## src/rtl/id_ex_stage_pkg.sv

```systemverilog
// ============================================================================
// Module      : id_ex_stage_pkg
// Description : Shared widths, register-index constants and control-bundle
//               bit positions for the ID/EX boundary.
// Revision    : 1.0 - initial release
// ============================================================================
`default_nettype none

package id_ex_stage_pkg;

  localparam int REG_IDX_W = 5;
  localparam int XLEN      = 32;
  localparam logic [REG_IDX_W-1:0] REG_ZERO = 5'd0;

  // Control bundle layout, shared with the decoder and the EX stage
  localparam int CTRL_W_DEFAULT   = 12;
  localparam int CTRL_MEMRD_BIT   = 0;
  localparam int CTRL_MEMWR_BIT   = 1;
  localparam int CTRL_REGWR_BIT   = 2;
  localparam int CTRL_MEM2REG_BIT = 3;
  localparam int CTRL_BRANCH_BIT  = 4;
  localparam int CTRL_JUMP_BIT    = 5;
  localparam int CTRL_ALUSRC_BIT  = 6;
  localparam int CTRL_ALUOP_LSB   = 7;
  localparam int CTRL_ALUOP_W     = 4;
  localparam int CTRL_USEPC_BIT   = 11;

  function automatic logic wb_hit(
    input logic                 we,
    input logic [REG_IDX_W-1:0] wb_rd,
    input logic [REG_IDX_W-1:0] src
  );
    return we && (wb_rd != REG_ZERO) && (wb_rd == src);
  endfunction

endpackage

`default_nettype wire

```

## src/rtl/wb_bypass_mux.sv

```systemverilog
// ============================================================================
// Module      : wb_bypass_mux
// Description : Selects the writeback value over stale read data when the
//               writeback targets the given (non-x0) source register.
// Revision    : 1.0 - initial release
// ============================================================================
`default_nettype none

module wb_bypass_mux
  import id_ex_stage_pkg::*;
(
  input  logic [REG_IDX_W-1:0] src_i,
  input  logic [XLEN-1:0]      rdata_i,
  input  logic                 wb_we_i,
  input  logic [REG_IDX_W-1:0] wb_rd_i,
  input  logic [XLEN-1:0]      wb_wd_i,
  output logic [XLEN-1:0]      op_o
);

  assign op_o = wb_hit(wb_we_i, wb_rd_i, src_i) ? wb_wd_i : rdata_i;

endmodule

`default_nettype wire

```

## src/rtl/id_ex_stage.sv

```systemverilog
// ============================================================================
// Module      : id_ex_stage
// Description : ID/EX pipeline register with writeback bypass, load-use
//               bubble insertion, stall hold and flush.
// Revision    : 1.0 - initial release
// ============================================================================
`default_nettype none

module id_ex_stage
  import id_ex_stage_pkg::*;
#(
  parameter int CTRL_W    = CTRL_W_DEFAULT,
  parameter int MEMRD_BIT = CTRL_MEMRD_BIT
) (
  input  logic                 clk,
  input  logic                 rst,
  input  logic                 stall,
  input  logic                 flush,
  input  logic                 id_valid,
  input  logic [XLEN-1:0]      id_pc,
  input  logic [REG_IDX_W-1:0] id_rs1,
  input  logic [REG_IDX_W-1:0] id_rs2,
  input  logic [REG_IDX_W-1:0] id_rd,
  input  logic [XLEN-1:0]      id_rd1,
  input  logic [XLEN-1:0]      id_rd2,
  input  logic [XLEN-1:0]      id_imm,
  input  logic [CTRL_W-1:0]    id_ctrl,
  input  logic                 wb_we,
  input  logic [REG_IDX_W-1:0] wb_rd,
  input  logic [XLEN-1:0]      wb_wd,
  output logic                 hazard_stall,
  output logic                 ex_valid,
  output logic [XLEN-1:0]      ex_pc,
  output logic [REG_IDX_W-1:0] ex_rs1,
  output logic [REG_IDX_W-1:0] ex_rs2,
  output logic [REG_IDX_W-1:0] ex_rd,
  output logic [XLEN-1:0]      ex_op1,
  output logic [XLEN-1:0]      ex_op2,
  output logic [XLEN-1:0]      ex_imm,
  output logic [CTRL_W-1:0]    ex_ctrl
);

  logic                 valid_q, valid_d;
  logic [XLEN-1:0]      pc_q, pc_d;
  logic [REG_IDX_W-1:0] rs1_q, rs1_d;
  logic [REG_IDX_W-1:0] rs2_q, rs2_d;
  logic [REG_IDX_W-1:0] rd_q, rd_d;
  logic [XLEN-1:0]      op1_q, op1_d;
  logic [XLEN-1:0]      op2_q, op2_d;
  logic [XLEN-1:0]      imm_q, imm_d;
  logic [CTRL_W-1:0]    ctrl_q, ctrl_d;

  logic [XLEN-1:0] load_op1, load_op2;
  logic [XLEN-1:0] held_op1, held_op2;
  logic            src_match;

  // Same-cycle writeback is invisible on the async read ports, so bypass it
  wb_bypass_mux u_load_op1 (
    .src_i(id_rs1), .rdata_i(id_rd1),
    .wb_we_i(wb_we), .wb_rd_i(wb_rd), .wb_wd_i(wb_wd),
    .op_o(load_op1)
  );

  wb_bypass_mux u_load_op2 (
    .src_i(id_rs2), .rdata_i(id_rd2),
    .wb_we_i(wb_we), .wb_rd_i(wb_rd), .wb_wd_i(wb_wd),
    .op_o(load_op2)
  );

  // Held operands keep tracking retiring writes while EX is stalled
  wb_bypass_mux u_held_op1 (
    .src_i(rs1_q), .rdata_i(op1_q),
    .wb_we_i(wb_we), .wb_rd_i(wb_rd), .wb_wd_i(wb_wd),
    .op_o(held_op1)
  );

  wb_bypass_mux u_held_op2 (
    .src_i(rs2_q), .rdata_i(op2_q),
    .wb_we_i(wb_we), .wb_rd_i(wb_rd), .wb_wd_i(wb_wd),
    .op_o(held_op2)
  );

  assign src_match    = (rd_q == id_rs1) || (rd_q == id_rs2);
  assign hazard_stall = id_valid & valid_q & ctrl_q[MEMRD_BIT] & (rd_q != REG_ZERO)
                      & src_match & ~stall & ~flush;

  always_comb begin
    valid_d = valid_q;
    pc_d    = pc_q;
    rs1_d   = rs1_q;
    rs2_d   = rs2_q;
    rd_d    = rd_q;
    op1_d   = op1_q;
    op2_d   = op2_q;
    imm_d   = imm_q;
    ctrl_d  = ctrl_q;
    if (flush || (!stall && hazard_stall)) begin
      // Bubble: control must be cleared too, not only the valid bit
      valid_d = 1'b0;
      pc_d    = '0;
      rs1_d   = '0;
      rs2_d   = '0;
      rd_d    = '0;
      op1_d   = '0;
      op2_d   = '0;
      imm_d   = '0;
      ctrl_d  = '0;
    end else if (stall) begin
      op1_d = held_op1;
      op2_d = held_op2;
    end else begin
      valid_d = id_valid;
      pc_d    = id_pc;
      rs1_d   = id_rs1;
      rs2_d   = id_rs2;
      rd_d    = id_rd;
      op1_d   = load_op1;
      op2_d   = load_op2;
      imm_d   = id_imm;
      ctrl_d  = id_ctrl;
    end
  end

  always_ff @(posedge clk) begin
    if (rst) begin
      valid_q <= 1'b0;
      pc_q    <= '0;
      rs1_q   <= '0;
      rs2_q   <= '0;
      rd_q    <= '0;
      op1_q   <= '0;
      op2_q   <= '0;
      imm_q   <= '0;
      ctrl_q  <= '0;
    end else begin
      valid_q <= valid_d;
      pc_q    <= pc_d;
      rs1_q   <= rs1_d;
      rs2_q   <= rs2_d;
      rd_q    <= rd_d;
      op1_q   <= op1_d;
      op2_q   <= op2_d;
      imm_q   <= imm_d;
      ctrl_q  <= ctrl_d;
    end
  end

  assign ex_valid = valid_q;
  assign ex_pc    = pc_q;
  assign ex_rs1   = rs1_q;
  assign ex_rs2   = rs2_q;
  assign ex_rd    = rd_q;
  assign ex_op1   = op1_q;
  assign ex_op2   = op2_q;
  assign ex_imm   = imm_q;
  assign ex_ctrl  = ctrl_q;

endmodule

`default_nettype wire

```

## config.mk

```make
export PLATFORM = sky130hd
export DESIGN_NAME = id_ex_stage
export DESIGN_NICKNAME = d
export VERILOG_FILES = /design/src/rtl/id_ex_stage_pkg.sv /design/src/rtl/wb_bypass_mux.sv /design/src/rtl/id_ex_stage.sv
export SDC_FILE = /design/constraint.sdc
export NUM_CORES = 1
export LEC_CHECK = 0
export ABC_AREA = 0
export CAP_MARGIN = 5
export CORE_ASPECT_RATIO = 0.75
export CORE_MARGIN = 8
export CORE_UTILIZATION = 25
export DETAILED_ROUTE_END_ITERATION = 6
export PLACE_DENSITY = 0.65
export SYNTH_ARGS = -nofsm -noshare
export SYNTH_HDL_FRONTEND = slang
export SYNTH_SLANG_ARGS = --single-unit
```

## constraint.sdc

```tcl
create_clock -name clk -period 3.6 [get_ports clk]
set_input_delay 0.72 -clock clk [delete_from_list [all_inputs] [get_ports clk]]
set_output_delay 0.72 -clock clk [all_outputs]
set_load 0.01 [all_outputs]
```

Word level (Yosys, flattened, before mapping)
Index checks and enable logic that the tools add are counted.
{ "word_totals": {"register_bits": 156, "out_inout_bits": 157, "wordCells": 43, "in_bits": 198} }
{ "op_classes": {"n_bitwise": 8, "mux": 6, "eq_ne": 8, "reduce_logical": 12} }
{ "op_table": {"columns": ["op", "n"], "rows": [
  ["$mux 32", 6],
  ["$eq 5x5->1", 6],
  ["$reduce_bool 5->1", 2],
  ["$and 1x1->1", 6],
  ["$logic_and 1x1->1", 6],
  ["$ne 2x1->1 const B", 2],
  ["$logic_or 1x1->1", 2],
  ["$not 1->1", 2],
  ["$reduce_or 2->1", 1],
  ["$logic_not 1->1", 1]
]} }

Logic depth before layout (Yosys ltp)
Gate-level depths: netlist (run 1).
{ "logic_depth": {"word_depth": 9, "ltp_mapped": 8, "mapped_depth_nobuf": 5} }

Modules after synthesis
A second synthesis (run 1) with hierarchy kept.
{ "hier_totals": {"cells_unflattened": 739, "hier_area_um2": 9439.1} }
{ "by_module_without_submodules": {"columns": ["module", "seq_area_each_um2", "area_each_um2", "cells_per_inst", "instances"], "rows": [
  ["id_ex_stage", 3123.0, 7061.8, 559, 1],
  ["wb_bypass_mux", 0.0, 594.3, 45, 4]
]} }

Worst setup path before layout (run 1)
OpenSTA, ideal clock, no wires.
{ "synth_path": {"path_type": "input -> output", "from": "in id_rs1[1]", "to": "out hazard_stall", "arrival_time_ns": 1.614, "setup_slack_ns": 1.266, "n_path_buf": 0, "path_stages": 4, "t_required_ns": 2.880, "cell_sequence": "xor2_1 -> nor3_1 -> a22oi_1 -> nor4_1"} }
{ "synth_between": {"elab_chain_cells": 5} }
{ "synth_rtl": {"columns": ["element", "line_no", "rtl"], "rows": [
  ["start: declaration", "id_ex_stage.sv:21", "input logic [REG_IDX_W-1:0] id_rs1,"],
  ["$eq 5x5->1", "id_ex_stage.sv:83", "assign src_match = (rd_q == id_rs1) || (rd_q == id_rs2);"],
  ["$logic_or 1x1->1", "id_ex_stage.sv:83", null],
  ["$and 1x1->1 (3 in series)", "id_ex_stage.sv:85", "& src_match & ~stall & ~flush;"],
  ["end: declaration", "id_ex_stage.sv:31", "output logic hazard_stall,"]
]} }
Every way passes these cells.

Worst setup path in the final report (run 1)
Same ends and word-level chain as after synthesis.

==> results of run 1 <==
## worst min path at each step
| stage | startpoint | endpoint | slack (ns) | depth (start not counted) |
|---|---|---|---|---|
| final | ex_valid | ex_valid | 0.49 | 2 |
| after global routing | ex_valid | ex_valid | 0.51 | 2 |
| after CTS | ex_valid | ex_valid | 0.49 | 2 |
| after detailed placement | ex_valid | ex_valid | 0.48 | 2 |
| after global placement | ex_imm[13] | ex_imm[13] | 0.47 | 2 |
| after floorplan | ex_valid | ex_valid | 0.50 | 2 |
## routing by layer
layer / vias to the layer above / GRT usage, %
met5: - / 0
met4: 0 / 4.96
met3: 28 / 7.65
met2: 308 / 25.7
met1: 3143 / 20.5
li1: 3130 / -
## power groups by stage
| stage | sequential, mW | clock (mW) | combinational [mW] |
|---|---|---|---|
| finish | 1.82 | 1.93 | 0.726 |
| detailed placement | 1.86 | 0 | 0.729 |
| global placement | 1.86 | 0 | 0.724 |
| global route | 1.83 | 2.07 | 0.777 |
| CTS | 1.82 | 2.00 | 0.733 |
| floorplan | 1.88 | 0 | 0.283 |
## sequential cells by signal, indices dropped and copies added (netlist names)
name / count
ex_ctrl: 12
ex_imm: 32
ex_op1: 32
ex_op2: 32
ex_pc: 32
ex_rd: 5
ex_rs1: 5
ex_rs2: 5
ex_valid: 1
## logic make-up (layout without fill, tap and decap cells)
kind of cell	Yosys count	count (layout)	synth area share, %
simple gates	149	149	8.76
xor+xnor	30	30	3.79
buf+inv	68	404	5.13
mux	91	91	13.2
flops	156	156	45.1
compound gates	198	198	24.1
## worst register-to-register path: stages (launching register included)
cell and delay [ns]:
dfxtp_1 0.48, xor2_1 0.11, nor3_1 0.26, a22oi_1 0.23
o41ai_4 0.65, buf_12 0.36, nor2_1 0.17
## cell usage after synthesis, types with 3 or more instances
cell type	n	area, um2
nor2_1	99	372
a32oi_1	64	561
buf_2	32	160
dfxtp_1	156	3120
buf_6	8	90.1
buf_1	3	11.3
a21oi_2	60	526
clkbuf_1	25	93.8
a21o_1	64	480
a21oi_1	5	25.0
mux2i_1	91	911
xor2_1	30	263
nor3_1	6	30.0
nand2_1	33	124
## final cells by class
class                   count  area, um2
repair buffers            372       3780
clock buffers              18        429
flip-flops and latches    156       3120
well taps                 351        439
clock inverters            14        185
fillers                  2651      15700
multi-input cells         468       3460
## what timing repair did
action                     4_1_cts  5_1_grt
setup endpoints to repair        1        1
pin swaps                        0        0
resized for setup                1        1
## metrics by stage
step           power [mW]  setup TNS, ns  hold slack [ns]  std cells  util (%)
2_1_floorplan        2.16              0            0.502        692         -
3_3_place_gp         2.58              0            0.472       1347      39.8
3_5_place_dp         2.59        -0.0151            0.478       1347      39.8
4_1_cts              4.55              0            0.491       1379      42.1
5_1_grt              4.67              0            0.513       1379      42.1
6_report             4.48              0            0.491       1379      42.1
==> run summary, run 1 <==
Worst Path Required - 2.88 ns
IO Pins - 355
Hold Fails Final Rpt - 0
Type of the worst setup path - primary input to output port
Hold-fix buffers at CTS - 0
EDFF count, synth - 0
Seq/Total Area, Yosys - 45.1%
Leakage - 4.20 nW
Setup violations, final - 0
Drt initial violations - 384
Reg power frac - 40.6%
Layout cells sized above 1 - 11.4%
WL/cell - 20.9 um
Worst Setup End Kind - output port
Met2 WL - 12,600 um
Vias in the first global route - 6,870
Worst r2r dst - ex_imm[27]
Post-CTS setup buffer count - 0
Clock-pin slew on the worst setup and hold paths - 0.07 ns
Commonest non-fill, non-tap cells in the layout - clkdlybuf4s50_1 (352), dfxtp_1 (156), nor2_1 (99)
Async set or reset register ratio after synthesis - 0%
Synth Area per Inst - 10.0 um2
Setup crit end - hazard_stall
Core area - 0.0271 mm2
H-tree depth - 4
Fin crit share - 86.9%
Slack of the critical path - 0.471 ns
Die H - 160 um
Grt ovf - 0
First-pass GRT wire length - 43,400 um
Flops & latches, synth - 156
Met1 WL - 12,700 um
Vias - 6,609
Worst Path Arrival - 2.41 ns
Root Buffer - clkbuf_16
Leading cell type in the layout, fill and taps excluded - clkdlybuf4s50_1
Comb power frac - 16.2%
Post-Syn Area - 0.00692 mm2
Gpl congestion - 0.783
CP Max Fanout - 2
Reg2reg path depth - 6
Most used DFF post-synth - dfxtp_1
Pre-CTS WS - -0.0151 ns
Outcome - complete, no violations
CTS buffer count - 17
Max Used Layer - met4
Detailed placement HPWL - 20,400 um
Pins Over Slew Limit - 0
CP startpoint kind - primary input
Clock Skew - 0.00906 ns
Initial Utilization - 25.5%
CTS tree - built
Via density - 4.79
Syn Nets - 890
Routed wl met3 - 2910 um
Clock Sinks - 156
ANT cells - 0
Worst r2r src - ex_rd[1]
CP bufs+invs - 2
R2R Setup Slk - 1.23 ns
Maxcap violations - 0
IO Port Bufs - 354
HP Class - register to register
Unrepaired setup endpoints after global routing - no
Die Area - 0.0333 mm2
Total Routed Length - 28,800 um
Worst setup path start - id_rs1[1]
Worst-Skew Late Latency - 0.42 ns
Post-layout minimum cycle time - 3.13 ns
Initial antenna violation count - 0
Pin count of the biggest net entering global routing - 164
Antenna Nets Post-Route - 0
Synth cell types - 25
Switch share - 26.2%
Crit path max-delay family - buffers and inverters
CP Cell Sequence - clkdlybuf4s50_1 > xor2_1 > nor3_1 > a22oi_1 > nor4_2 > dlymetal6s2s_1
All-Layer GR Usage - 16.6%
Instance count on the critical path - 6
Internal Power - 3.31 mW
# nets final - 1,213
Final instance area - 0.0114 mm2
Row count - 52
Die W - 208 um
Peak supply drop - 0.296 mV
DRC viols - 0
Synthesized instance count - 692
Net Sw Power - 1.17 mW
Area after DPL - 0.0108 mm2
Detailed Routing Iterations Pass 1 - 4
Pwr dens - 392 mW/mm2
YS warnings - 0
Synthesis-to-finish area growth - 65.0%
Critical Path Max Stage Delay - 0.43 ns
Slew Limit Headroom - 32.2%
Clk network pwr share - 43.2%
Peak Freq - 320 MHz
Slew @ Worst Pin - 1.02 ns
Clock tree buffer depth - 2
Slowest cell on the critical path - clkdlybuf4s50_1
Power figures use the tool's default switching activity.
==> run 2, diff against run 1 <==
CTS_CLUSTER_SIZE = 20   (was not set)
SLEW_MARGIN = 25   (was not set)
==> results of run 2 <==
The final DEF is identical to that of run 1; final timing and power are the same.
